File: config.mk
export PLATFORM = sky130hd
export DESIGN_NAME = layer_alpha_blender
export DESIGN_NICKNAME = d
export VERILOG_FILES = /design/src/rtl/layer_alpha_blender.sv
export SDC_FILE = /design/constraint.sdc
export NUM_CORES = 2
export LEC_CHECK = 0
export BUFFER_PORTS_ARGS = -buffer_cell sky130_fd_sc_hd__buf_2
export CORE_MARGIN = 2
export CORE_UTILIZATION = 61
export CTS_CLUSTER_DIAMETER = 60
export DETAILED_ROUTE_END_ITERATION = 7
export GPL_TIMING_DRIVEN = 0
export PLACE_DENSITY = 0.78
export SLEW_MARGIN = 15
export SYNTH_ARGS = -nofsm -noshare
export SYNTH_HDL_FRONTEND = slang
export SYNTH_SLANG_ARGS = --single-unit
File: constraint.sdc
create_clock -name clk -period 23.2 [get_ports clk]
set_clock_uncertainty 0.1 [all_clocks]
set_input_delay 3.48 -clock clk [delete_from_list [all_inputs] [get_ports clk]]
set_output_delay 3.48 -clock clk [all_outputs]
set_load 0.01 [all_outputs]
File: src/rtl/layer_alpha_blender.sv
// layer_alpha_blender: pipelined back-to-front fractional alpha compositor of NUM_LAYERS ARGB layers over a background.
// Optional per-layer enable mask input when LAYER_MASK_EN is defined.
module layer_alpha_blender #(
  parameter int NUM_LAYERS = 5,
  parameter int COLOR_BITS = 8,
  parameter int ALPHA_BITS = 4
) (
  input  logic                                clk,
  input  logic                                reset,
  input  logic [3:0]                          pc_ena_in,
  input  logic [NUM_LAYERS*3*COLOR_BITS-1:0]  layer_rgb_in,
  input  logic [NUM_LAYERS*ALPHA_BITS-1:0]    layer_alpha_in,
  input  logic [3*COLOR_BITS-1:0]             bg_color_in,
`ifdef LAYER_MASK_EN
  input  logic [NUM_LAYERS-1:0]               layer_mask_in,
`endif
  input  logic                                vid_active_in,
  input  logic                                hs_in,
  input  logic                                vs_in,
  output logic [COLOR_BITS-1:0]               pixel_out_r,
  output logic [COLOR_BITS-1:0]               pixel_out_g,
  output logic [COLOR_BITS-1:0]               pixel_out_b,
  output logic                                vid_active_out,
  output logic                                hs_out,
  output logic                                vs_out
);
  localparam int CB = COLOR_BITS;
  localparam int AB = ALPHA_BITS;
  localparam int N  = NUM_LAYERS;
  localparam int CW = 3 * CB;
  localparam int RW = N * CW;
  localparam int AW = N * AB;
  localparam int IW = CB + AB + 1;
  localparam logic [AB:0]   A_ONE = {1'b1, {AB{1'b0}}};
  localparam logic [IW-1:0] RND   = IW'(1) << (AB - 1);

  logic          tick;
  logic [N-1:0]  en;
  logic [RW-1:0] rgb_q [N];
  logic [RW-1:0] rgb_d [N];
  logic [AW-1:0] a_q   [N];
  logic [AW-1:0] a_d   [N];
  logic [CW-1:0] acc_q [N+1];
  logic [CW-1:0] acc_d [N+1];
  logic [2:0]    sb_q  [N+1];
  logic [2:0]    sb_d  [N+1];
  logic [CW-1:0] pix_q;
  logic [2:0]    sbo_q;

  assign tick = pc_ena_in == 4'd0;
`ifdef LAYER_MASK_EN
  assign en = layer_mask_in;
`else
  assign en = '1;
`endif

  // Alpha is stretched so all-ones maps to exactly 2^AB, making opaque and transparent exact.
  function automatic logic [CB-1:0] blend_ch(input logic [CB-1:0] src, input logic [CB-1:0] acc,
                                             input logic [AB-1:0] a);
    logic [AB:0]   ax;
    logic [IW-1:0] sum;
    ax  = {1'b0, a} + {{AB{1'b0}}, a[AB-1]};
    sum = IW'(src) * IW'(ax) + IW'(acc) * IW'(A_ONE - ax) + RND;
    return sum[AB +: CB];
  endfunction

  function automatic logic [CW-1:0] blend_px(input logic [CW-1:0] src, input logic [CW-1:0] acc,
                                             input logic [AB-1:0] a);
    logic [CW-1:0] r;
    r = '0;
    for (int c = 0; c < 3; c++) r[c*CB +: CB] = blend_ch(src[c*CB +: CB], acc[c*CB +: CB], a);
    return r;
  endfunction

  always_comb begin
    rgb_d[0] = layer_rgb_in;
    a_d[0]   = '0;
    for (int i = 0; i < N; i++)
      a_d[0][i*AB +: AB] = (vid_active_in && en[i]) ? layer_alpha_in[i*AB +: AB] : '0;
    acc_d[0] = vid_active_in ? bg_color_in : '0;
    sb_d[0]  = {vid_active_in, hs_in, vs_in};
    for (int k = 1; k < N; k++) begin
      rgb_d[k] = rgb_q[k-1];
      a_d[k]   = a_q[k-1];
    end
    for (int k = 1; k <= N; k++) begin
      acc_d[k] = blend_px(rgb_q[k-1][(N-k)*CW +: CW], acc_q[k-1], a_q[k-1][(N-k)*AB +: AB]);
      sb_d[k]  = sb_q[k-1];
    end
  end

  always_ff @(posedge clk or posedge reset) begin
    if (reset) begin
      for (int k = 0; k < N; k++) begin
        rgb_q[k] <= '0;
        a_q[k]   <= '0;
      end
      for (int k = 0; k <= N; k++) begin
        acc_q[k] <= '0;
        sb_q[k]  <= '0;
      end
      pix_q <= '0;
      sbo_q <= '0;
    end else if (tick) begin
      for (int k = 0; k < N; k++) begin
        rgb_q[k] <= rgb_d[k];
        a_q[k]   <= a_d[k];
      end
      for (int k = 0; k <= N; k++) begin
        acc_q[k] <= acc_d[k];
        sb_q[k]  <= sb_d[k];
      end
      pix_q <= acc_q[N];
      sbo_q <= sb_q[N];
    end
  end

  assign pixel_out_r    = pix_q[2*CB +: CB];
  assign pixel_out_g    = pix_q[CB +: CB];
  assign pixel_out_b    = pix_q[0 +: CB];
  assign vid_active_out = sbo_q[2];
  assign hs_out         = sbo_q[1];
  assign vs_out         = sbo_q[0];
endmodule

==> results.tsv <==
stage	metric	value	unit
floorplanning	die span in y	331	µm
global_route	remaining global-route overflow	0	
global_route	largest net degree at the start of global routing	102	
logic_synthesis	post-synthesis cell area	65400	µm²
setup_path	Worst Setup Path Type	reg2reg	
setup_path	CP Launch Point	a_q[0]	
timing	Tmin final	8.64	ns
timing	WHS	0.353	ns
logic_synthesis	YS warnings	0	
timing	setup slack after layout	14.56	ns
layout	synth-to-layout area growth	8.11	%
routing	Vias	49400	
setup_path	CP required	23.64	ns
logic_synthesis	syn nets	8992	
clock_tree	CTS tree	done	
power_and_ir_drop	Comb pwr share	0.607	
clock_tree	clock root cell	clkbuf_16	
setup_path	Worst Path Max Fanout	10	
timing	final period utilization	0.372	
setup_path	flop-to-flop setup slack	14.56	ns
routing	WL/cell	19.0	µm
layout	filler cell count	8475	
worst_hold_path	hold_sp	rgb_d[266]	
clock_tree	Sink Count	609	
placed_design	post-DP HPWL	140000	µm
run	maxcap violations	0	
logic_synthesis	Syn Inst Count	7359	
layout	share of cells above drive strength 1	0.0511	
floorplanning	die width	331	µm
power_and_ir_drop	Peak VDD IR	99.4	µV
power_and_ir_drop	PnR Total Power	7.16	mW
floorplanning	full die area	110000	µm²
power_and_ir_drop	P_sw	3.48	mW
clock_tree	Worst-path clk slew	0.06	ns
timing	Final Hold Viols	0	
floorplanning	I/O pin count	200	
setup_path	R2R depth	22	
power_and_ir_drop	Sequential Power Share	0.234	
worst_hold_path	Min-Delay Path Class	reg2reg	
clock_tree	number of buffers created by CTS	75	
global_route	vias in the first global route	52900	
power_and_ir_drop	clock share of power	0.158	
setup_path	CP Launch Type	register	
timing	unrepaired setup endpoints after global routing	false	
timing	final setup violation count	0	
clock_tree	clk buf depth	3	
setup_path	worst r2r dst	acc_q[7]	
placed_design	routability cong.	0.958	
power_and_ir_drop	pwr dens	101	nW/µm²
clock_tree	PostCTS Resize Cnt	0	
routing	drt drc	0	
logic_synthesis	Netlist cell types	58	
status	status	finished, final reports clean	
clock_tree	Hold-fix buffers, CTS	0	
logic_synthesis	EDFF count, synth	0	
clock_tree	Clock Latency Late Sink	0.65	ns
routing	drt first pass iters	8	
global_route	first-pass GRT wire length	279000	µm
floorplanning	core area	107000	µm²
timing	relative slew slack	0.190	
clock_tree	H-tree depth	3	
routing	WL final	173000	µm
clock_tree	setup bufs post-CTS	0	
floorplanning	row count	120	
setup_path	crit path DAT	9.08	ns
floorplanning	initial core utilization	0.613	
power_and_ir_drop	Internal Power	3.68	mW
layout	Final Cell Area	70700	µm²
setup_path	CP Capture Point	acc_q[7]	
power_and_ir_drop	Leakage	36.4	nW
routing	Routed Antenna Nets	0	
logic_synthesis	Yosys reg bits	609	
placed_design	area post-placement	68300	µm²
setup_path	RR Startpoint	a_q[0]	
setup_path	critical path capture point type	register	
logic_synthesis	Post-synth ARST share	1.00	
global_route	Total GRT Usage	0.327	
timing	Max Slew Vio Count	0	
placed_design	port bufs	198	
routing	Vias/cell	5.43	
global_route	initial antenna violation count	5	
timing	Setup TNS Final	0	ns
timing	Least-Margin Pin Slew	1.22	ns
routing	1st-iter DRT viols	3329	
power_and_ir_drop	Sw Ratio	0.486	
layout	fin nets	9273	
logic_synthesis	sequential area share after synthesis	0.233	
timing	highest clock rate	116	MHz
logic_synthesis	Synth Area per Inst	8.89	µm²
logic_synthesis	Top FF cell, synth	dfrtp_1	
placed_design	pre-CTS WS	14.83	ns
## cells in the mapped netlist, drive strengths merged, types with 2 or more instances
cell     number  area (µm²)
fa          985       19700
o21bai       23         173
o2bb2ai       2        17.5
nor2b        22         138
dfrtp       609       15200
and4          2        17.5
ha          475        5940
nand4        31         194
o221ai        7        61.3
o31ai        18         155
or4b          4        40.0
or2          15        93.8
o21a         30         225
a2bb2oi       2        17.5
nand2b       13        81.3
nor2         99         372
nand3        66         330
xnor3        31         706
inv        1322        4960
buf          30         220
a21o          5        37.5
o41ai         2        17.5
o2111ai       4        58.8
and2        588        3680
o21ai       160         801
and3         12        75.1
xnor2       202        1770
or3           4        25.0
xor2         48         420
nor3         29         145
o21ba        12         120
clkbuf      243         916
nand2      2223        8360
a21oi        25         125
o211a         2        20.0
a211oi        7        52.6
## flip-flops by register name (all words and copies together) (netlist names)
register and cells:
sb_d 15, acc_q 144, rgb_d 336, a_d 56, pix_q 24, a_q 4
sbo_q 3, rgb_q 24, sb_q 3
## critical path: stages, from the launching register on
cell and delay, ns:
dfrtp_1 0.41, ha_1 0.37, clkbuf_1 0.66, clkbuf_1 0.69, inv_1 0.12, ha_1 0.30
and3_1 0.20, o31ai_2 0.58, clkbuf_1 0.66, nand2_1 0.18, fa_1 0.59, fa_1 0.46
fa_1 0.50, inv_1 0.05, fa_1 0.50, inv_1 0.05, fa_1 0.39, xor2_1 0.21
xnor3_1 0.36, xnor3_2 0.41, xnor3_1 0.43, xor2_1 0.24, o21ai_1 0.08
## layer usage
layer / wire (µm) / share of wire / track usage
met1: 66700 / 0.39 / 0.418
met3: 15500 / 0.090 / 0.0703
met4: 9380 / 0.054 / 0.161
met5: 0 / 0 / 0
met2: 81100 / 0.47 / 0.532
## cell families after synthesis
group | count (synthesis) | synth area share
xor gates and xnor gates | 281 | 0.0443
buffers and inverters | 1595 | 0.0933
adders and majority gates | 1460 | 0.392
DFF | 609 | 0.233
and+or+nand+nor | 3112 | 0.208
AOI/OAI and AO/OA | 301 | 0.0290
muxes | 1 | 0.000172
## worst min path at each step
stage | cells after the start | slack, ns | to
3_5_place_dp | 2 | 0.35 | rgb_d[274]
2_1_floorplan | 2 | 0.34 | a_d[0]
3_3_place_gp | 2 | 0.35 | rgb_d[316]
5_1_grt | 2 | 0.38 | a_d[22]
4_1_cts | 2 | 0.35 | a_d[6]
6_report | 2 | 0.35 | rgb_d[146]
## power by group through the flow
stage	clock network [mW]	registers (mW)	logic, mW
6_report	1.13	1.68	4.35
5_1_grt	1.19	1.70	4.97
4_1_cts	1.15	1.66	4.35
3_5_place_dp	0	1.67	4.30
3_3_place_gp	0	1.67	4.14
2_1_floorplan	0	1.51	3.16
## through the flow
| step | std cells | utilization |
|---|---|---|
| global placement | 8960 | 0.638 |
| global route | 9098 | 0.662 |
| finish | 9099 | 0.662 |
| floorplan | 7359 | - |
| CTS | 9094 | 0.662 |
| detailed placement | 8966 | 0.640 |
## area by class of cell
class | instances | area, µm² | area share
buffer | 273 | 1140 | 0.0162
tap | 1403 | 1760 | 0.0248
inverter | 1322 | 4970 | 0.0703
timing repair buffer | 204 | 1160 | 0.0164
clock buffer | 98 | 2070 | 0.0293
multi-input combinational | 5155 | 44000 | 0.623
clock inverter | 30 | 290 | 0.00411
antenna | 5 | 12.5 | 0.000177
sequential | 609 | 15200 | 0.216
## cell usage in the layout, fill, tap and decap left out, types with 7 or more instances in the layout
cell type and count:
o31ai_1 14, xor2_1 48, o221ai_1 7, buf_2 203
a211oi_1 7, xnor3_1 25, xnor2_1 202, and3_1 12
inv_6 12, clkbuf_1 247, o21ai_0 44, clkbuf_8 9
nor2_1 99, inv_2 9, o21ai_1 116, o21ba_2 8
a21oi_1 25, o21bai_1 23, nor2b_1 22, nand2_1 2218
o21a_1 30, clkbuf_2 9, clkbuf_16 76, buf_1 11
nand4_1 31, nand3_1 66, and2_1 588, dfrtp_1 609
nor3_1 29, inv_1 1312, ha_1 475, or2_2 9
nand2b_1 13, fa_1 985
No activity file was read; power rests on OpenSTA's default activity.
